===== src/rtl/bus_expander_hs.sv =====
// ---------------------------------------------------------------------------
// bus_expander_hs : MCU address/data/status registers fanned out to NUM_REGS
// slave registers with ready handshake, timeout, auto-increment. Rev 1.0
// ---------------------------------------------------------------------------
`default_nettype none

module bus_expander_hs #(
   parameter int DATA_W   = 16,
   parameter int ADDR_W   = 6,
   parameter int NUM_REGS = 64,
   parameter int TIMEOUT  = 255
) (
   input  logic                       sysclk,
   input  logic                       sysreset,
   input  logic [DATA_W-1:0]          data_in,
   input  logic                       data_load,
   input  logic                       data_read,
   output logic [DATA_W-1:0]          data_out,
   input  logic                       address_load,
   output logic [ADDR_W-1:0]          address_out,
   output logic [DATA_W-1:0]          status_out,
   input  logic [NUM_REGS*DATA_W-1:0] r,
   input  logic [NUM_REGS-1:0]        r_ready,
   output logic [NUM_REGS-1:0]        r_read,
   output logic [NUM_REGS-1:0]        r_load,
   output logic [DATA_W-1:0]          r_load_data,
   output logic                       critical_section
);

   localparam int CNT_W = (TIMEOUT > 0) ? $clog2(TIMEOUT + 1) : 1;

   typedef enum logic [1:0] {
      IDLE    = 2'd0,
      WR_WAIT = 2'd1,
      RD_WAIT = 2'd2
   } state_t;

   state_t              state;
   state_t              state_nxt;
   logic [ADDR_W-1:0]   address;
   logic                inc_en;
   logic                timeout_err;
   logic                overrun_err;
   logic [CNT_W-1:0]    tcount;
   logic                timeout_hit;
   logic                busy;

   logic [NUM_REGS-1:0] onehot;
   logic                sel_ready;
   logic [DATA_W-1:0]   sel_data;
   logic [ADDR_W-1:0]   address_inc;

   logic                start_wr;
   logic                start_rd;
   logic                complete;
   logic                abort;
   logic                overrun_set;

   // Out-of-range addresses match no slave: no strobe, ready forced, data 0.
   always_comb begin
      onehot    = '0;
      sel_ready = 1'b1;
      sel_data  = '0;
      for (int i = 0; i < NUM_REGS; i++) begin
         if (address == ADDR_W'(i)) begin
            onehot[i] = 1'b1;
            sel_ready = r_ready[i];
            sel_data  = r[i*DATA_W +: DATA_W];
         end
      end
   end

   assign address_inc = (address == ADDR_W'(NUM_REGS - 1)) ? '0 : address + ADDR_W'(1);

   generate
      if (TIMEOUT > 0) begin : g_timeout
         // Abort on the cycle the count would reach TIMEOUT.
         assign timeout_hit = (tcount == CNT_W'(TIMEOUT - 1));
      end else begin : g_no_timeout
         assign timeout_hit = 1'b0;
      end
   endgenerate

   assign busy = (state != IDLE);

   always_ff @(posedge sysclk) begin
      if (sysreset) state <= IDLE;
      else          state <= state_nxt;
   end

   always_comb begin
      state_nxt   = state;
      start_wr    = 1'b0;
      start_rd    = 1'b0;
      complete    = 1'b0;
      abort       = 1'b0;
      overrun_set = 1'b0;
      case (state)
         IDLE: begin
            if (data_load) begin
               start_wr  = 1'b1;
               state_nxt = WR_WAIT;
               if (data_read) overrun_set = 1'b1;
            end else if (data_read) begin
               start_rd  = 1'b1;
               state_nxt = RD_WAIT;
            end
         end
         WR_WAIT, RD_WAIT: begin
            if (sel_ready) begin
               complete  = 1'b1;
               state_nxt = IDLE;
            end else if (timeout_hit) begin
               abort     = 1'b1;
               state_nxt = IDLE;
            end
            if (data_load || data_read || address_load) overrun_set = 1'b1;
         end
         default: state_nxt = IDLE;
      endcase
   end

   always_ff @(posedge sysclk) begin
      if (sysreset) begin
         address          <= '0;
         inc_en           <= 1'b0;
         timeout_err      <= 1'b0;
         overrun_err      <= 1'b0;
         tcount           <= '0;
         data_out         <= '0;
         r_load_data      <= '0;
         r_load           <= '0;
         r_read           <= '0;
         critical_section <= 1'b0;
      end else begin
         r_load <= '0;
         r_read <= '0;

         if (state == IDLE) tcount <= '0;
         else if (!sel_ready) tcount <= tcount + CNT_W'(1);

         if (state == IDLE && address_load) begin
            address          <= data_in[ADDR_W-1:0];
            inc_en           <= data_in[DATA_W-1];
            timeout_err      <= 1'b0;
            overrun_err      <= 1'b0;
            critical_section <= 1'b1;
         end

         if (start_wr) begin
            r_load_data      <= data_in;
            r_load           <= onehot;
            critical_section <= 1'b1;
         end

         if (start_rd) begin
            r_read           <= onehot;
            critical_section <= 1'b1;
         end

         if (complete) begin
            if (state == RD_WAIT) data_out <= sel_data;
            if (inc_en) address <= address_inc;
            critical_section <= 1'b0;
         end

         if (abort) begin
            if (state == RD_WAIT) data_out <= '1;
            timeout_err      <= 1'b1;
            critical_section <= 1'b0;
         end

         if (overrun_set) overrun_err <= 1'b1;
      end
   end

   assign address_out = address;
   assign status_out  = {{(DATA_W-4){1'b0}}, inc_en, overrun_err, timeout_err, busy};

endmodule

`default_nettype wire


===== config.mk =====
export PLATFORM = sky130hd
export DESIGN_NAME = bus_expander_hs
export DESIGN_NICKNAME = d
export VERILOG_FILES = /design/src/rtl/bus_expander_hs.sv
export SDC_FILE = /design/constraint.sdc
export NUM_CORES = 1
export LEC_CHECK = 0
export ABC_AREA = 1
export CAP_MARGIN = 20
export CORE_AREA = 3 3 496 498
export DETAILED_ROUTE_END_ITERATION = 10
export DIE_AREA = 0 0 499 501
export DONT_BUFFER_PORTS = 1
export HOLD_SLACK_MARGIN = 0.1
export PLACE_DENSITY = 0.3
export RECOVER_POWER = 100
export SYNTH_ARGS = -nofsm -noshare
export SYNTH_HDL_FRONTEND = slang
export SYNTH_SLANG_ARGS = --single-unit

===== constraint.sdc =====
create_clock -name sysclk -period 4.7 [get_ports sysclk]
set_input_delay 0.705 -clock sysclk [delete_from_list [all_inputs] [get_ports sysclk]]
set_output_delay 0.705 -clock sysclk [all_outputs]
set_load 0.01 [all_outputs]

# After elaboration in Yosys (flattened, before gate mapping)

Cells that the tools add are included.
W data, S select, Z words.

Register bits: 180
Input port bits: 1109
Output and inout bits: 183
Word-level logic and storage cells: 322

$add $sub $neg: 2
Equal/unequal tests: 68
Multiplexer cells: 224
Bitwise logic cells: 2
Reductions and logical operators: 15

Operators by type and width:

| cell                  | count |
|---|---|
| $mux W16              | 68 |
| $eq A6 B6 Y1 const B  | 32 |
| $mux W1               | 146 |
| $eq A6 B5 Y1 const B  | 16 |
| $eq A6 B4 Y1 const B  | 8 |
| $eq A6 B3 Y1 const B  | 4 |
| $mux W6               | 4 |
| $eq A6 B2 Y1 const B  | 2 |
| $add A8 B1 Y8 const B | 1 |
| $eq A8 B8 Y1 const B  | 1 |
| $mux W2               | 4 |
| $reduce_or A2 Y1      | 4 |
| $add A6 B1 Y6 const B | 1 |
| $eq A6 B1 Y1 const B  | 1 |
| $logic_not A6 Y1      | 1 |
| $ne A3 B3 Y1 const B  | 2 |
| $reduce_bool A2 Y1    | 3 |
| $pmux W2 S2           | 1 |
| $reduce_bool A3 Y1    | 1 |
| $reduce_or A3 Y1      | 1 |
| $eq A2 B1 Y1 const B  | 1 |
| $eq A2 B2 Y1 const B  | 1 |
| $logic_not A2 Y1      | 1 |
| $logic_or A1 B1 Y1    | 2 |
| 4 further kinds       | 5 |

# Depth between registers and ports, before layout

Gate-level depths: netlist (run 1).

Word-level depth: 70
Gate-level depth with buffers: 75
Depth with buffers taken out: 74

# Worst setup path after synthesis (run 1)

No wires, ideal clock.

Kind: flip-flop to flip-flop
Start point: register address[0], in the netlist address_out[0]
End point: register (tool-made name)
Library setup time: 0.128 ns
Data arrival time: 4.905 ns
Slack: -0.332 ns
Stages on the path, launching flop included: 71
Path buffers: 2
Cells stage by stage: dfxtp_1 inv_1 ha_1 nand3_1 buf_2 inv_2 buf_2 a21oi_1 nand2_1 o211ai_1 nand3_1 o211ai_1 nand3_1 o21ai_1 nand3_1 o211ai_1 nand3_1 o21ai_1 [35 not listed] nand2_1 nand4_1 nand3_1 nand2_1 nand2_1 nand3_1 nand2_1 nand2_1 nand2_1 nand3_1 nand2_1 nand2_1 nand2_1 nand3_1 nand2_1 nand3_1 a21oi_1 nor2_1

RTL lines:

| element                | line | source |
|---|---|---|
| from (decl)            | 40   | `logic [ADDR_W-1:0] address;` |
| from (signal assigned) | 143  | `address <= data_in[ADDR_W-1:0];` |
| from (signal assigned) | 163  | `if (inc_en) address <= address_inc;` |

==> results of run 1 <==
## what timing repair did
action,in CTS,in global routing
gates resized for setup,376,117
pin swaps,150,148
setup endpoints to repair,34,34
hold endpoints to repair,0,0
gates cloned,4,0
setup buffers,18,5
## registers in the layout, indices dropped and copies added (netlist names), named ones only
signal and count:
inc_en 1, r_load_data 16, tcount 8, r_load 64, critical_section 1, address_out 6
timeout_err 1, overrun_err 1, r_read 64, state 2
## cell usage after synthesis, types with 3 or more instances
master,count
sky130_fd_sc_hd__a21oi_1,161
sky130_fd_sc_hd__a31oi_1,3
sky130_fd_sc_hd__buf_1,9
sky130_fd_sc_hd__buf_2,60
sky130_fd_sc_hd__buf_4,16
sky130_fd_sc_hd__clkbuf_1,107
sky130_fd_sc_hd__clkinv_1,11
sky130_fd_sc_hd__dfxtp_1,180
sky130_fd_sc_hd__ha_1,9
sky130_fd_sc_hd__inv_1,216
sky130_fd_sc_hd__inv_2,16
sky130_fd_sc_hd__nand2_1,1256
sky130_fd_sc_hd__nand2_2,4
sky130_fd_sc_hd__nand3_1,371
sky130_fd_sc_hd__nand3b_1,10
sky130_fd_sc_hd__nand4_1,31
sky130_fd_sc_hd__nor2_1,394
sky130_fd_sc_hd__nor2_2,6
sky130_fd_sc_hd__nor2_4,9
sky130_fd_sc_hd__nor3_1,6
sky130_fd_sc_hd__o211ai_1,31
sky130_fd_sc_hd__o21ai_0,116
sky130_fd_sc_hd__o21ai_1,16
sky130_fd_sc_hd__or2_2,241
## worst max-delay path, delay by kind of cell, from the launching register on
family | cells | cell delay, ns
AOI/OAI and AO/OA | 7 | 0.90
and+or+nand+nor | 58 | 4.69
DFF | 1 | 0.39
adders and majority gates | 1 | 0.16
buffers and inverters | 5 | 0.58
## power breakdown
part	total (uW)	internal (uW)	switching, uW
sequential	1670	1580	90.7
combinational	7080	2420	4660
clock	1810	785	1030
## cells in the final DEF, fill, tap and decap left out, types with 10 or more instances in the layout
cell type / count
sky130_fd_sc_hd__nand3_4: 27
sky130_fd_sc_hd__or2_2: 241
sky130_fd_sc_hd__nor2_4: 20
sky130_fd_sc_hd__nand2_2: 140
sky130_fd_sc_hd__clkinv_1: 12
sky130_fd_sc_hd__nand3_1: 227
sky130_fd_sc_hd__a21oi_2: 12
sky130_fd_sc_hd__nand4_1: 31
sky130_fd_sc_hd__buf_6: 25
sky130_fd_sc_hd__inv_1: 212
sky130_fd_sc_hd__dfxtp_1: 174
sky130_fd_sc_hd__diode_2: 35
sky130_fd_sc_hd__nand3b_1: 10
sky130_fd_sc_hd__inv_2: 14
sky130_fd_sc_hd__conb_1: 12
sky130_fd_sc_hd__o211ai_1: 31
sky130_fd_sc_hd__nor2_1: 359
sky130_fd_sc_hd__nand3_2: 118
sky130_fd_sc_hd__o21ai_2: 19
sky130_fd_sc_hd__buf_4: 328
sky130_fd_sc_hd__nand2_1: 1090
sky130_fd_sc_hd__nand2_4: 29
sky130_fd_sc_hd__nor2_2: 30
sky130_fd_sc_hd__clkbuf_16: 17
sky130_fd_sc_hd__buf_12: 35
sky130_fd_sc_hd__o21ai_0: 95
sky130_fd_sc_hd__a21oi_1: 149
sky130_fd_sc_hd__o21ai_1: 19
## path summary, 6_finish.rpt
kind                                      from        end  slack, ns  cells past startpoint
worst min register to register       tcount[4]  tcount[4]       0.47                      2
worst max-delay path            address_out[0]  flip-flop      -2.15                     71
worst max register to register  address_out[0]  flip-flop      -2.15                     71
worst min-delay path                  sysreset     inc_en       0.23                      1
## stage by stage
| stage | total power [uW] | util, % |
|---|---|---|
| detailed placement | 7870 | 9.95 |
| finish | 10600 | 11.1 |
| global route | 11400 | 11.0 |
| floorplan | 4530 | - |
| global placement | 7910 | 9.95 |
| CTS | 10700 | 10.8 |
## layout make-up
| cell class | instances | share of cell area, % |
|---|---|---|
| diodes | 35 | 0.327 |
| clock buffers | 18 | 1.64 |
| clock inverters | 14 | 0.663 |
| inverters | 243 | 3.48 |
| multi-input cells | 2697 | 52.1 |
| flip-flops and latches | 180 | 13.5 |
| well taps | 3202 | 14.9 |
| repair buffers | 403 | 13.3 |
## cells by family after synthesis
logic type / Yosys count / synth area share [%]
fa+ha+maj: 9 / 0.646
compound gates: 335 / 10.2
buf+inv: 437 / 10.3
other cells: 1 / 0.0215
xor+xnor: 2 / 0.101
flops: 180 / 20.7
simple gates: 2337 / 58.0
## per-layer routing
| layer | vias to the layer above | track usage, % |
|---|---|---|
| met3 | 209 | 4.34 |
| met4 | 22 | 5.35 |
| met2 | 1219 | 26.2 |
| li1 | 10886 | - |
| met5 | - | 0 |
| met1 | 11225 | 15.4 |
==> summary.txt, run 1 <==
Outcome -> finished with violations
Violations in the final reports -> max-capacitance violations, max-slew violations, negative setup slack
Chip Height -> 501 um
Number of I/O port buffers -> 0
Number of flops mapped to enable cells by yosys -> 0
Average cell area after synthesis -> 5.28 sq um
Number of warnings printed during yosys synthesis -> 0
Max VDD drop -> 0.257 mV
Ratio of routed vias to standard cells -> 3.47
Met3 routed wirelength -> 14.3 mm
Most repeated library cell on the critical path -> sky130_fd_sc_hd__nand2_1
Number of setup violations in the final report -> 34
Highest clock rate -> 0.146 GHz
Global-route wire length before repair -> 239 mm
Total negative slack for setup checks -> -62.77 ns
Pin count of the biggest net entering global routing -> 44
CTS HTree Levels -> 4
Critical path endpoint category -> flip-flop
Path type of the worst setup path -> reg2reg
Cell count after placement -> 6,710
Clock skew after layout -> 0.0385 ns
Worst skew pair latency -> 0.57 ns
Largest incremental delay on the critical path -> 0.39 ns
Post-synthesis instance area -> 0.0174 sq mm
Overall overflow remaining after global route -> 0
Post-synth cell types -> 41
Number of cells produced by synthesis -> 3,301
Register cell area after layout -> 0.00362 sq mm
Area enclosed by the die boundary -> 0.250 sq mm
Biggest area consumer among synthesized cells -> sky130_fd_sc_hd__nand2_1
Clock root cell -> sky130_fd_sc_hd__clkbuf_16
Share of the synthesized area in the top cell type -> 27.1%
DP Worst Slack -> -3.24 ns
Number of synthesized register bits -> 180
Cell type of the slowest stage on the worst timing path -> sky130_fd_sc_hd__dfxtp_4
Required time reported for the critical path endpoint -> 5.15 ns
Drt first pass iters -> 7
Unrepaired setup endpoints after global routing -> yes
Combined area of the multi-input logic cells -> 0.0140 sq mm
TritonCTS Sinks -> 180
Number of cell rows -> 181
Number of pins exceeding their max-slew limit in the final report -> 48
Leakage power total -> 0.0110 uW
Layout cells sized above 1 -> 31.1%
Hold violation total from the final report -> 0
DRC -> 0
WL final -> 188 mm
Remaining max-slew budget at the tightest pin -> -14.9%
Post-DP HPWL -> 163 mm
Number of clock buffers inserted by TritonCTS -> 17
Initial antenna violation count -> 67
Via count of the first global-routing pass -> 24.2k
Hold buffer count at cts -> 0
Post-detailed-placement cell area -> 0.0241 sq mm
Min Clock Period, post-route -> 6.85 ns
Violation count after the first detailed-routing iteration -> 1,466
Floorplan core area -> 0.243 sq mm
Number of primary I/O pins -> 1,292
Biggest fanout along the worst timing path -> 5
Post-layout instance area -> 0.0268 sq mm
Maximum buffer depth of the clock tree -> 2
Gp weighted congestion -> 0.957
Arrival time at the worst endpoint -> 7.30 ns
Vias after detailed routing -> 23.6k
Biggest area contributors in the synthesized netlist -> sky130_fd_sc_hd__nand2_1 (27%), sky130_fd_sc_hd__dfxtp_1 (21%), sky130_fd_sc_hd__nand3_1 (11%)
Synth-to-Final Area Change -> 53.9%
Routed length per placed instance -> 27.6 um
Primary FF master, synth -> sky130_fd_sc_hd__dfxtp_1
Top routing layer in use -> met5
Total of max-cap violations -> 1
Tightest Pin Transition -> 1.72 ns
Starting density of the core -> 7.18%
Wire length on met2 -> 95.7 mm
Clock transition at the registers of the reported paths -> 0.10 ns
Startpoint class of the critical path -> flip-flop
Power density relative to cell area -> 394 mW/mm^2
Antenna-violating nets left -> 0
Fill cells -> 28.8k
X dimension of the die -> 499 um
Async set-reset flop share out of synthesis -> 0%
Part of the cycle the worst path needs -> 146%
Number of nets in the finished design -> 4,660
Smallest setup slack after layout -> -2.15 ns
Path class of the lowest-slack min-delay path -> in2reg
TritonCTS clock tree -> yes
Post-route met1 wirelength -> 70.5 mm
Post-layout instance count excluding filler cells -> 6,792
Worst hold-check slack -> 0.230 ns
Total track usage -> 14.3%
Share of the yosys chip area belonging to registers -> 20.7%
(Power assumes the default switching activity.)
==> run 2: changes to the inputs <==
--- a/config.mk
+++ b/config.mk
@@ -7,9 +7,9 @@
 export LEC_CHECK = 0
 export ABC_AREA = 1
 export CAP_MARGIN = 20
-export CORE_AREA = 3 3 496 498
+export CORE_AREA = 3 3 498 500
 export DETAILED_ROUTE_END_ITERATION = 10
-export DIE_AREA = 0 0 499 501
+export DIE_AREA = 0 0 501 503
 export DONT_BUFFER_PORTS = 1
 export HOLD_SLACK_MARGIN = 0.1
 export PLACE_DENSITY = 0.3
==> run 2 against run 1 <==
  * The flow still finishes with violations (max-capacitance violations, max-slew violations, negative setup slack)
  * Total power is 3.2% higher
  * Sequential power hardly changed
  * Clock power hardly changed
  * Critical path type unchanged
  * Largest cell class unchanged
  * Largest power group unchanged
  * Highest routed layer unchanged
==> summary.txt, run 2 (synthesis results as in run 1) <==
Drt first pass iters -> 5
Unrepaired setup endpoints after global routing -> yes
X dimension of the die -> 501 um
Area enclosed by the die boundary -> 0.252 sq mm
Fill cells -> 28.9k
Worst skew pair latency -> 0.57 ns
TritonCTS Sinks -> 180
Post-detailed-placement cell area -> 0.0242 sq mm
Endpoint of the worst hold path -> inc_en
Most repeated library cell on the critical path -> sky130_fd_sc_hd__nand2_1
Routed length per placed instance -> 27.1 um
Outcome -> finished with violations
Number of setup violations in the final report -> 34
Tightest Pin Transition -> 3.73 ns
Total negative slack for setup checks -> -63.76 ns
WL final -> 184 mm
Cell type of the slowest stage on the worst timing path -> sky130_fd_sc_hd__dfxtp_4
Power density relative to cell area -> 400 mW/mm^2
Clock root cell -> sky130_fd_sc_hd__clkbuf_16
Combined area of the multi-input logic cells -> 0.0142 sq mm
Number of clock buffers inserted by TritonCTS -> 17
Number of I/O port buffers -> 0
Global-route wire length before repair -> 232 mm
Floorplan core area -> 0.243 sq mm
Clock transition at the registers of the reported paths -> 0.11 ns
CTS HTree Levels -> 4
Vias after detailed routing -> 23.5k
Maximum buffer depth of the clock tree -> 2
Initial antenna violation count -> 78
Violation count after the first detailed-routing iteration -> 1,469
Violations in the final reports -> max-capacitance violations, max-slew violations, negative setup slack
Smallest setup slack after layout -> -2.12 ns
DRC -> 0
Highest clock rate -> 0.147 GHz
Pin count of the biggest net entering global routing -> 45
Clock skew after layout -> 0.0485 ns
Remaining max-slew budget at the tightest pin -> -148%
Number of primary I/O pins -> 1,292
Chip Height -> 503 um
Cell depth of the worst hold path -> 1
Post-DP HPWL -> 158 mm
Total of max-cap violations -> 2
Max VDD drop -> 0.206 mV
Number of pins exceeding their max-slew limit in the final report -> 66
Final design utilization -> 11.2%
Highest-count cells in the layout ignoring fill and taps -> sky130_fd_sc_hd__nand2_1 (1,060), sky130_fd_sc_hd__nor2_1 (366), sky130_fd_sc_hd__buf_4 (332)
FF-to-FF Start -> address_out[0]
Number of nets in the finished design -> 4,665
Arrival time at the worst endpoint -> 7.26 ns
Synth-to-Final Area Change -> 56.2%
Critical path endpoint category -> flip-flop
Worst reg2reg path depth -> 73
Largest incremental delay on the critical path -> 0.38 ns
Starting density of the core -> 7.16%
Min Clock Period, post-route -> 6.82 ns
Gp weighted congestion -> 0.952
Number of cell rows -> 181
Total track usage -> 13.8%
Required time reported for the critical path endpoint -> 5.15 ns
Most common library cell in the layout ignoring fill and taps -> sky130_fd_sc_hd__nand2_1
Register-to-register setup slack -> -2.12 ns
TritonCTS clock tree -> yes
Hold violation total from the final report -> 0
Biggest fanout along the worst timing path -> 7
Path class of the lowest-slack min-delay path -> in2reg
Registers with the most flip-flops -> r_load x64, r_read x64, r_load_data x16
DP Worst Slack -> -3.00 ns
Post-layout instance area -> 0.0272 sq mm
Via count of the first global-routing pass -> 23.9k
Register cell area after layout -> 0.00362 sq mm
Leakage power total -> 0.0112 uW
Path type of the worst setup path -> reg2reg
Launch instance of the worst min-delay path -> sysreset
Antenna-violating nets left -> 0
Post-layout instance count excluding filler cells -> 6,798
Startpoint class of the critical path -> flip-flop
Overall overflow remaining after global route -> 0
Part of the cycle the worst path needs -> 145%
Cell count after placement -> 6,706
Ratio of routed vias to standard cells -> 3.46
Layout cells sized above 1 -> 32.7%
-- run 2: cell types whose count changed in the layout (fill, tap and decap cells not counted), sizes merged --
cell and change:
diode +1, clkbuf -1, buf +7, nand4 -1, bufinv -1, nand2 -1, clkinv +1, inv +1
-- run 2: critical path: cells and delay by family (launching register included) --
kind,cells,cell delay (ns)
and+or+nand+nor,61,4.99
AOI/OAI and AO/OA,3,0.24
DFF,1,0.38
adders and majority gates,1,0.17
buffers and inverters,8,0.96
-- run 2: layout make-up --
class                   count  area share (%)
diodes                     36           0.331
inverters                 243            3.47
clock inverters            15           0.745
multi-input cells        2695            52.3
repair buffers            410            13.5
flip-flops and latches    180            13.3
clock buffers              17            1.56
well taps                3202            14.7
-- run 2: through the flow --
step	power, uW	hold WS [ns]
2_1_floorplan	4530	0.434
3_3_place_gp	8070	0.448
3_5_place_dp	8040	0.455
4_1_cts	10800	0.126
5_1_grt	11800	0.150
6_report	10900	0.236
-- run 2: timing repair --
item | 4_1_cts | 5_1_grt
hold buffers | 0 | 0
hold endpoints to repair | 0 | 0
pin swaps | 135 | 283
setup buffers | 21 | 10
resized for setup | 325 | 227
endpoints found under the setup margin | 34 | 34
-- run 2: report_power, final --
part | internal (uW) | switching (uW)
clock | 738 | 1070
sequential | 1580 | 87.5
combinational | 2640 | 4780
-- run 2: metal layers --
metal	wire [um]	vias up	GRT usage, %	part of all wire [%]
li1	-	10893	-	-
met2	90400	1262	24.3	49
met1	70100	11132	15.1	38
met4	10400	18	7.21	5.6
met5	119	-	0	0.065
met3	13000	240	3.80	7.1
-- run 2: worst max-delay path by stage --
stage	from	end	slack, ns	depth (start not counted)
CTS	address_out[0]	flip-flop	-2.23	78
global placement	address_out[3]	flip-flop	-2.98	72
detailed placement	address_out[3]	flip-flop	-3.00	72
finish	address_out[0]	flip-flop	-2.12	73
global route	address_out[3]	flip-flop	-2.66	71
floorplan	address_out[0]	flip-flop	-0.09	70
